## config.mk

```make
export PLATFORM = sky130hd
export DESIGN_NAME = mem_loader
export DESIGN_NICKNAME = d
export VERILOG_FILES = /design/src/rtl/mem_loader_pkg.sv /design/src/rtl/mem_loader_byte_packer.sv /design/src/rtl/mem_loader.sv
export SDC_FILE = /design/constraint.sdc
export NUM_CORES = 1
export LEC_CHECK = 0
export BUFFER_PORTS_ARGS = -buffer_cell sky130_fd_sc_hd__buf_2
export CORE_UTILIZATION = 53
export CTS_CLUSTER_SIZE = 28
export DETAILED_ROUTE_END_ITERATION = 8
export HOLD_SLACK_MARGIN = 0.12
export PLACE_DENSITY = 0.83
export SLEW_MARGIN = 25
export SYNTH_ARGS = -nofsm -noshare
export SYNTH_HDL_FRONTEND = slang
export SYNTH_HIERARCHICAL = 1
export SYNTH_SLANG_ARGS = --single-unit
export TNS_END_PERCENT = 30
```

## constraint.sdc

```tcl
create_clock -name clk -period 4.15 [get_ports clk]
set_input_delay 0.415 -clock clk [delete_from_list [all_inputs] [get_ports clk]]
set_output_delay 0.415 -clock clk [all_outputs]
set_load 0.05 [all_outputs]
```

## src/rtl/mem_loader_pkg.sv

```systemverilog
// Shared encodings and word geometry for the byte-stream memory loader.
package mem_loader_pkg;

  localparam int BYTES_PER_WORD = 4;
  localparam int WORD_WIDTH     = 32;
  localparam int BYTE_CNT_W     = $clog2(BYTES_PER_WORD);

  typedef enum logic [1:0] {
    ST_IDLE  = 2'd0,
    ST_LOAD  = 2'd1,
    ST_WRITE = 2'd2,
    ST_DONE  = 2'd3
  } state_t;

endpackage

```

## src/rtl/mem_loader_byte_packer.sv

```systemverilog
// Little-endian byte packer: collects accepted bytes into 32-bit lanes and
// flags the byte that completes a word.
module byte_packer
  import mem_loader_pkg::*;
(
  input  logic                  clk,
  input  logic                  reset_l,
  input  logic                  clear,
  input  logic                  accept,
  input  logic [7:0]            data,
  output logic [WORD_WIDTH-1:0] word,
  output logic                  word_full
);

  logic [BYTE_CNT_W-1:0]     byte_cnt_reg;
  logic [WORD_WIDTH-1:0]     lane_reg;
  logic [BYTES_PER_WORD-1:0] lane_hit;

  // word already carries the byte being accepted, so the completing byte
  // can be written out on the same edge that accepts it.
  for (genvar gi = 0; gi < BYTES_PER_WORD; gi++) begin : g_lane
    assign lane_hit[gi]     = accept && (byte_cnt_reg == BYTE_CNT_W'(gi));
    assign word[gi*8 +: 8]  = lane_hit[gi] ? data : lane_reg[gi*8 +: 8];
  end

  assign word_full = accept && (byte_cnt_reg == BYTE_CNT_W'(BYTES_PER_WORD - 1));

  always_ff @(posedge clk or negedge reset_l) begin
    if (!reset_l) begin
      byte_cnt_reg <= '0;
    end else if (clear) begin
      byte_cnt_reg <= '0;
    end else if (accept) begin
      byte_cnt_reg <= byte_cnt_reg + BYTE_CNT_W'(1);
    end
  end

  always_ff @(posedge clk or negedge reset_l) begin
    if (!reset_l) begin
      lane_reg <= '0;
    end else begin
      for (int i = 0; i < BYTES_PER_WORD; i++) begin
        if (lane_hit[i]) lane_reg[i*8 +: 8] <= data;
      end
    end
  end

endmodule

```

## src/rtl/mem_loader.sv

```systemverilog
// Byte-stream memory writer: packs a valid/ready byte stream into 32-bit
// words written to consecutive RAM addresses, keeping a running word sum.
module mem_loader
  import mem_loader_pkg::*;
#(
  parameter int ADDRWIDTH = 8,
  parameter int WORDS     = 1 << ADDRWIDTH
) (
  input  logic                  clk,
  input  logic                  reset_l,
  input  logic                  start,
  input  logic [ADDRWIDTH-1:0]  base_addr,
  input  logic [ADDRWIDTH:0]    len,
  input  logic [7:0]            in_data,
  input  logic                  in_valid,
  output logic                  in_ready,
  output logic                  wr_en,
  output logic [ADDRWIDTH-1:0]  wr_addr,
  output logic [WORD_WIDTH-1:0] wr_data,
  output logic                  busy,
  output logic                  done,
  output logic [WORD_WIDTH-1:0] sum
);

  state_t                state_reg, state_next;
  logic [ADDRWIDTH-1:0]  addr_reg;
  logic [ADDRWIDTH:0]    remaining_reg;
  logic [WORD_WIDTH-1:0] sum_reg;
  logic                  wr_en_reg;
  logic [ADDRWIDTH-1:0]  wr_addr_reg;
  logic [WORD_WIDTH-1:0] wr_data_reg;

  logic                  start_accept;
  logic                  byte_accept;
  logic [WORD_WIDTH-1:0] word;
  logic                  word_full;
  logic [ADDRWIDTH-1:0]  addr_inc;

  assign start_accept = (state_reg == ST_IDLE) && start;
  assign byte_accept  = in_valid && in_ready;
  assign addr_inc     = (addr_reg == ADDRWIDTH'(WORDS - 1)) ? '0 : addr_reg + ADDRWIDTH'(1);

  byte_packer u_packer (
    .clk       (clk),
    .reset_l   (reset_l),
    .clear     (start_accept),
    .accept    (byte_accept),
    .data      (in_data),
    .word      (word),
    .word_full (word_full)
  );

  always_ff @(posedge clk or negedge reset_l) begin
    if (!reset_l) state_reg <= ST_IDLE;
    else          state_reg <= state_next;
  end

  always_comb begin
    state_next = state_reg;
    in_ready   = 1'b0;
    busy       = 1'b1;
    done       = 1'b0;
    case (state_reg)
      ST_IDLE: begin
        busy = 1'b0;
        if (start) state_next = (len == '0) ? ST_DONE : ST_LOAD;
      end
      ST_LOAD: begin
        in_ready = 1'b1;
        if (word_full) state_next = ST_WRITE;
      end
      ST_WRITE: begin
        state_next = (remaining_reg == '0) ? ST_DONE : ST_LOAD;
      end
      ST_DONE: begin
        done       = 1'b1;
        state_next = ST_IDLE;
      end
      default: state_next = ST_IDLE;
    endcase
  end

  // The write is registered on the edge that accepts the 4th byte, so the
  // strobe, address and data all appear together in the WRITE cycle.
  always_ff @(posedge clk or negedge reset_l) begin
    if (!reset_l) begin
      addr_reg      <= '0;
      remaining_reg <= '0;
      sum_reg       <= '0;
      wr_en_reg     <= 1'b0;
      wr_addr_reg   <= '0;
      wr_data_reg   <= '0;
    end else begin
      wr_en_reg <= word_full;
      if (start_accept) begin
        addr_reg      <= base_addr;
        remaining_reg <= len;
        sum_reg       <= '0;
      end
      if (word_full) begin
        wr_addr_reg   <= addr_reg;
        wr_data_reg   <= word;
        sum_reg       <= sum_reg + word;
        addr_reg      <= addr_inc;
        remaining_reg <= remaining_reg - (ADDRWIDTH + 1)'(1);
      end
    end
  end

  assign wr_en   = wr_en_reg;
  assign wr_addr = wr_addr_reg;
  assign wr_data = wr_data_reg;
  assign sum     = sum_reg;

endmodule
```

==> results of run 1 <==
## synth_stat cells (2+ instances only)
cell | instances | area, um2
a211oi_2 | 2 | 25.0
a21o_1 | 14 | 105
a21oi_1 | 45 | 225
a21oi_2 | 2 | 17.5
a221oi_1 | 2 | 17.5
a22o_1 | 4 | 35.0
a31oi_1 | 3 | 18.8
a32o_1 | 2 | 20.0
and2_1 | 2 | 12.5
and3_1 | 7 | 43.8
and4_1 | 2 | 17.5
buf_1 | 6 | 22.5
clkbuf_1 | 13 | 48.8
clkinv_1 | 2 | 7.51
dfrtp_1 | 126 | 3150
ha_1 | 37 | 463
inv_1 | 16 | 60.1
mux2_2 | 41 | 462
mux2_4 | 32 | 480
mux2i_1 | 8 | 80.1
nand2_1 | 67 | 251
nand2_8 | 4 | 80.1
nand2b_1 | 6 | 37.5
nand3_1 | 13 | 65.1
nand3b_1 | 2 | 15.0
nand4_1 | 7 | 43.8
nor2_1 | 33 | 124
nor2b_1 | 3 | 18.8
nor3_1 | 10 | 50.1
nor4_1 | 4 | 25.0
o211ai_1 | 4 | 30.0
o21a_1 | 3 | 22.5
o21ai_0 | 40 | 200
o21ai_1 | 4 | 20.0
o21ai_2 | 3 | 26.3
o21bai_1 | 5 | 37.5
o22ai_1 | 9 | 56.3
or2_2 | 4 | 25.0
xnor2_1 | 19 | 166
xor2_1 | 11 | 96.3
## tightest hold or removal path, stage by stage
cell and delay, ps:
buf_2 90, a32oi_1 50, nand2_1 70
## area by class of cell
class	instances	area, um2	area share (%)
Multi-Input combinational cell	473	3610	43.6
Sequential cell	126	3150	38.1
Timing Repair Buffer	112	598	7.23
Clock buffer	18	439	5.31
Tap cell	172	215	2.60
Clock inverter	14	191	2.31
Inverter	18	67.6	0.816
## through the flow
stage | utilization (%) | setup WS (ps) | cell area [um2] | hold WS [ps] | instances
4_1_cts | 65.3 | 396 | 8280 | 228 | 933
3_5_place_dp | 60.3 | 412 | 7630 | 414 | 900
3_3_place_gp | 60.3 | 533 | 7630 | 403 | 900
5_1_grt | 65.3 | 133 | 8280 | 250 | 933
6_report | 65.3 | 400 | 8280 | 247 | 933
2_1_floorplan | - | 76.1 | 6910 | 119 | 637
## worst paths after layout
path | slack (ps) | end | from | cells after the start
worst max-delay path | 400 | sum[28]$_DFFE_PN0P_ | state_reg[0]$_DFFE_PN0P_ | 15
worst min-delay path | 250 | remaining_reg[4]$_DFFE_PN0P_ | len[4] | 3
worst max register to register | 400 | sum[28]$_DFFE_PN0P_ | state_reg[0]$_DFFE_PN0P_ | 15
worst min register to register | 500 | wr_addr[2]$_DFFE_PN0P_ | wr_addr[2]$_DFFE_PN0P_ | 1
max in group asynchronous | 2680 | sum[12]$_DFFE_PN0P_ | reset_l | 3
min in group asynchronous | 500 | remaining_reg[3]$_DFFE_PN0P_ | reset_l | 2
## cell usage in the layout, fill, tap and decap left out, types with 4 or more instances in the layout
cell         n
or2_2        4
a21o_1      14
a21oi_1     45
clkinv_4     4
clkinv_2     4
xnor2_1     19
dfrtp_1    126
nor4_1       4
o21ai_0     40
a22o_1       4
nand2_1     67
mux2_4      32
o21ai_1      4
buf_4        7
o22ai_1      9
and3_1       7
nor3_1      10
nand2b_1     6
inv_1       15
o211ai_1     4
nand2_8      4
bufinv_16    4
mux2_2      41
nor2_1      32
nand3_1     13
mux2i_1      8
ha_1        37
xor2_1      11
o21bai_1     5
nand4_1      7
clkbuf_16   17
buf_2      103
## per-layer routing
metal,global-route usage [%],part of all wire (%),vias to the layer above
li1,-,-,2528
met1,34.6,43,2695
met2,43.7,49,209
met3,6.85,5.6,43
met4,11.2,2.4,0
met5,0,0,-
## logic make-up (layout without fill, tap and decap cells)
family                   Yosys count  count (layout)
multiplexers                      81              81
buffers and inverters             38             162
adder cells (fa/ha/maj)           38              38
flip-flops                       126             126
AND/OR/NAND/NOR                  170             170
AO/OA/AOI/OAI                    154             154
XOR/XNOR                          30              30
==> summary.md, run 1 <==
| Metric | Value |
|---|---|
| Outcome | finished, final reports clean |
| RSZ-0062 raised after global routing | false |
| Post-DR vias/cell | 5.87 |
| Initial antenna violation count | 0 |
| Largest delay contributor family on the critical path | compound AO/OA/AOI/OAI gates |
| Gr usage total | a little over a quarter |
| Synth-to-Final Area Change | 19.7% |
| Mapped Area | just under 7000 um2 |
| CP cell instances | nor2b_1 > and2_1 > nand2_8 > mux2_4 > ha_1 > inv_1 > fa_1 > and2b_1 > o21ai_2 > a211o_1 > a21boi_2 > o21ai_2 > a2111oi_2 > o21ai_0 > a32o_1 |
| Sink Count | 126 |
| Core area | 12700 um2 |
| Setup TNS | 0 ps |
| Worst skew pair latency | 420 ps |
| Post-DR wirelength/cell | 18.2 um |
| Fill count | 980 |
| Post-synth EDFFs | 0 |
| Ys flop type | dfrtp_1 |
| Post-synth cell types | 60 |
| Sequential fraction of the synthesis area | between 40 and 50% |
| #FFs+latches synth | 126 |
| H-Tree Depth | 4 |
| Inserted Clock Buffers | 17 |
| Crit-path max cell delay | 410 ps |
| Max-cap violations | 0 |
| Synth Area in Simple Gates | 12.5% |
| Port bufs | roughly 100 |
| Routed Antenna Nets | 0 |
| Share of cells above drive strength 1 | 31.8% |
| Post-CTS resize count | 0 |
| Router iterations before antenna repair | 5 |
| Row Count | ~40 |
| Die Y-Extent | 116 um |
| DPL Wire Length | 12.0 mm |
| Vias in the first global route | 5457 |
| Final Hold Viols | 0 |
| Max Slew Vio Count | 0 |
| Final period util | 90.4% |
| Adder-Cell Fraction of Synth Area | 6.99% |
| Top fanout value on the critical path | 8 |
| Die area | 13500 um2 |
| Maximum clock frequency | about 270 MHz |
| Crit path DAT | 4050 ps |
| Remaining DRCs | 0 |
| Most used cell, CP | o21ai_2 |
| Final setup viols | 0 |
| Iter 0 DRT Violations | 322 |
| GRT Residual Overflow | 0 |
| Cell count after synthesis | 637 |
| GPL Wtd Cong | approximately 0.98 |
| Number of top-level pins | 105 |
| Vias | roughly 5500 |
| Post-CTS setup buffer count | 0 |
| Min Tclk post-route | 3750 ps |
| Post-synthesis mux area share | 14.8% |
| Asr flop ratio synth | 100% |
| Largest net degree at the start of global routing | 76 |
| CP Class | flop to flop |
| Largest family of logic cells by synthesized area | multiplexers |
| Type of the most critical hold path | input port to flop |
| Yosys warning count | 6 |
| First-pass GRT wire length | 27.3 mm |
| CTS Buffer Depth | 2 |
| Post-synthesis compound-gate area fraction | 14.1% |
| Final nets | 815 |
| CTS clk-pin slew, worst paths | 60 ps |
| Starting Density | between 50% and 60% |
| Setup Skew | 8.05 ps |
| Mean Syn Cell Area | around 11 um2 |
| Critical-path top delay cell | and2_1 |
| Cts hold-fix bufs | 1 |
| Crit end category | flop |
| Worst slew pin tran | around 800 ps |
| Die Span X | 116 um |
| Worst EP required | 4450 ps |
| CP Launch Type | flop |
| Buf+Inv Stages, Crit Path | 1 |
| Root Buffer | clkbuf_16 |
| TritonCTS clock tree | built |
| Slew HR | 46.4% |
| Synthesized net count | just over 700 |
| Diodes inserted | 0 |
| Post-Route WL | 17.0 mm |
| Xor/xnor cell area share of the yosys netlist | 3.80% |
Power of run 1 is left out: the tool's default activity adds up to more than one toggle a clock period on the data nets, which glitch-free logic cannot reach.
==> run 2, diff against run 1 <==
Settings changed: ABC_AREA set to 1, HOLD_SLACK_MARGIN 0.12 to unset, PLACE_DENSITY 0.83 to 0.82.
==> summary.md, run 2 <==
| Metric | Value |
|---|---|
| Sink Count | 126 (unchanged) |
| PwrDens | 736 nW/um2 |
| Final Hold Viols | 0 (unchanged) |
| Post-CTS setup buffer count | 0 (unchanged) |
| Fill count | 1282 (+31%) |
| Worst EP required | 4460 ps (about the same) |
| Peak VDD IR | 0.537 mV |
| Final nets | 1272 (+56%) |
| Starting Density | 54.7% (+0.14 points) |
| Dpl ws | 739 ps (+327 ps) |
| Slew HR | 45.2% (-1.2 points) |
| CTS clk-pin slew, worst paths | 60 ps (about the same) |
| Maximum clock frequency | 289 MHz (+8.5%) |
| Root Buffer | clkbuf_16 |
| Leakage | 5.36 nW |
| Largest delay contributor family on the critical path | simple AND/OR/NAND/NOR gates |
| Crit path depth | 19 (+4) |
| Inserted Clock Buffers | 17 (unchanged) |
| Gr usage total | 29.1% (+2.1 points) |
| Cell count after synthesis | 1105 (+73%) |
| R2R depth | 19 (+4) |
| RSZ-0062 raised after global routing | false |
| Synth-to-Final Area Change | 16.6% |
| Buf+Inv Stages, Crit Path | 4 (+3) |
| Max Slew Vio Count | 0 (unchanged) |
| Reg2Reg Setup Slack | 690 ps (+290 ps) |
| CP cell instances | inv_1 > nor2_1 > inv_1 > nor2_2 > nand3_1 > nand2_1 > ha_1 > inv_1 > fa_1 > inv_1 > nand3_1 > nand3_1 > nand2_1 > nand2_1 > nand2_1 > nand3_1 > nand2_1 > nand3_1 > nand2_1 |
| Post-Route WL | 20.0 mm (+18%) |
| Largest net degree at the start of global routing | 75 (-1.3%) |
| Post-DR vias/cell | 5.21 (-11%) |
| Router iterations before antenna repair | 6 (+1) |
| Synthesized net count | 1172 (+66%) |
| Number of top-level pins | 105 (unchanged) |
| Share of cells above drive strength 1 | 14.3% (-18 points) |
| Pwr Total | between 0.006 and 0.007 W |
| Post-synth EDFFs | 0 (unchanged) |
| Vias | 7277 (+33%) |
| Commonest non-fill, non-tap cells in the layout | 468 x nand2_1, 147 x inv_1, 126 x dfrtp_1 |
| Yosys top cell area share | 41.2% (-4.4 points) |
| Outcome | finished, final reports clean |
| Vias in the first global route | 6850 (+26%) |
| Yosys warning count | 6 (unchanged) |
| Initial antenna violation count | 0 (unchanged) |
| Post-CTS resize count | 0 (unchanged) |
| Uppermost layer routed | met4 |
| Routed Antenna Nets | 0 (unchanged) |
| Worst slew pin tran | 821 ps (+18.9 ps) |
| Multi-input logic area | 3780 um2 (+4.7%) |
| GPL Wtd Cong | 0.953 (-2.9%) |
| Mean Syn Cell Area | 6.92 um2 (-36%) |
| RR Startpoint | state_reg[0]$_DFFE_PN0P_ |
| DPL Wire Length | 14.8 mm (+24%) |
| Routed wl met3 | 1.54 mm (+61%) |
| Critical-path top delay cell | nor2_2 |
| Cts hold-fix bufs | 0 (-1) |
| Die Y-Extent | 122 um (+5.1%) |
| Ys flop type | dfrtp_1 |
| Commonest non-fill, non-tap cell in the layout | nand2_1 |
| Iter 0 DRT Violations | 687 (+110%) |
| Inst Count DP | 1366 (+52%) |
| Row Count | 43 (+4.9%) |
| Top fanout value on the critical path | 16 (+8) |
| Min Tclk post-route | 3460 ps (-294 ps) |
| Type of the most critical hold path | input port to asynchronous set/reset pin |
| H-Tree Depth | 4 (unchanged) |
| Setup Skew | 15.2 ps (+7.11 ps) |
| Post-synth cell types | 39 (-35%) |
| First-pass GRT wire length | 33.1 mm (+21%) |
| Synth area leader | dfrtp_1 |
| Die area | 14900 um2 (+10%) |
| Final Non-Filler Cells | 1397 (+50%) |
| Sequential fraction of the synthesis area | 41.2% (-4.4 points) |
| Post-synth top cells | 468 x nand2_1, 148 x inv_1, 126 x dfrtp_1 |
| Most used cell, CP | nand2_1 |
| Top-count cell post-synth | nand2_1 |
| Hold slack | 21.0 ps (-226 ps) |
| Crit-path max cell delay | 630 ps (+220 ps) |
| TritonCTS clock tree | built |
| Setup TNS | 0 ps (unchanged) |
| Mapped Area | 7650 um2 (+11%) |
| Post-DR wirelength/cell | 14.3 um (-21%) |
| Max-cap violations | 0 (unchanged) |
| Port bufs | 104 (unchanged) |
| CP Launch Type | flop |
| Worst skew pair latency | 430 ps (about the same) |
| Metal-1 WL | 9.25 mm (+25%) |
| Final setup viols | 0 (unchanged) |
| Die Span X | 122 um (+5.1%) |
| Final period util | 83.3% (-7.1 points) |
| Core area | 14000 um2 (+10%) |
| CP Class | flop to flop |
| CTS Buffer Depth | 2 (unchanged) |
| Synth area leaders | dfrtp_1 41%, nand2_1 23%, inv_1 7.3%, ha_1 6.1%, nand3_1 5.2% |
| #FFs+latches synth | 126 (unchanged) |
| Crit path DAT | 3770 ps (-280 ps) |
| Final WS setup | 694 ps (+294 ps) |
| Asr flop ratio synth | 100% (unchanged) |
| Register Area | 3150 um2 (unchanged) |
| GRT Residual Overflow | 0 (unchanged) |
| Crit end category | flop |
| Diodes inserted | 0 (unchanged) |
| Worst setup path start | state_reg[0]$_DFFE_PN0P_ |
| Routed length on met2 | 8.74 mm (+5.9%) |
| Remaining DRCs | 0 (unchanged) |
run 2: worst paths after layout:
| kind | end |
|---|---|
| hold / removal | wr_data[2]$_DFFE_PN0P_ |
| hold reg to reg | wr_data[17]$_DFFE_PN0P_ |
| max in group asynchronous | sum[25]$_DFFE_PN0P_ |
| setup reg to reg | sum[24]$_DFFE_PN0P_ |
| setup / recovery | sum[24]$_DFFE_PN0P_ |
| min in group clk | addr_reg[1]$_DFFE_PN0P_ |
run 2: final cells by class:
cell class / count / area share (%)
clock inverter: 10 / 1.53
clock buffer: 21 / 5.16
tap: 180 / 2.53
inverter: 153 / 6.44
multi-input combinational: 796 / 42.4
timing repair buffer: 111 / 6.59
sequential: 126 / 35.4
run 2: kinds of logic after synthesis:
| group | synth area share, % |
|---|---|
| AND/OR/NAND/NOR | 34.8 |
| buffers and inverters | 9.40 |
| flip-flops | 41.2 |
| AO/OA/AOI/OAI | 7.65 |
| adder cells (fa/ha/maj) | 6.31 |
| XOR/XNOR | 0.573 |
run 2: layer usage:
metal | vias to the layer above | GRT usage, %
li1 | 3666 | -
met1 | 3264 | 40.1
met2 | 300 | 45.1
met3 | 47 | 7.02
met4 | 0 | 9.30
met5 | - | 0
run 2: where the power goes:
group / total (W) / switching [W] / leakage [nW] / internal, W
clock: 0.00152 / 0.000547 / 0.285 / 0.000970
combinational: 0.00311 / 0.00230 / 3.43 / 0.000815
sequential: 0.00193 / 0.000264 / 1.65 / 0.00167
run 2: per-stage QoR:
step | util [%] | cell area [um2]
6_report | 63.7 | 8920
4_1_cts | 63.7 | 8920
2_1_floorplan | - | 7650
3_3_place_gp | 59.5 | 8320
5_1_grt | 63.7 | 8920
3_5_place_dp | 59.5 | 8320
Power figures use the tool's default switching activity.
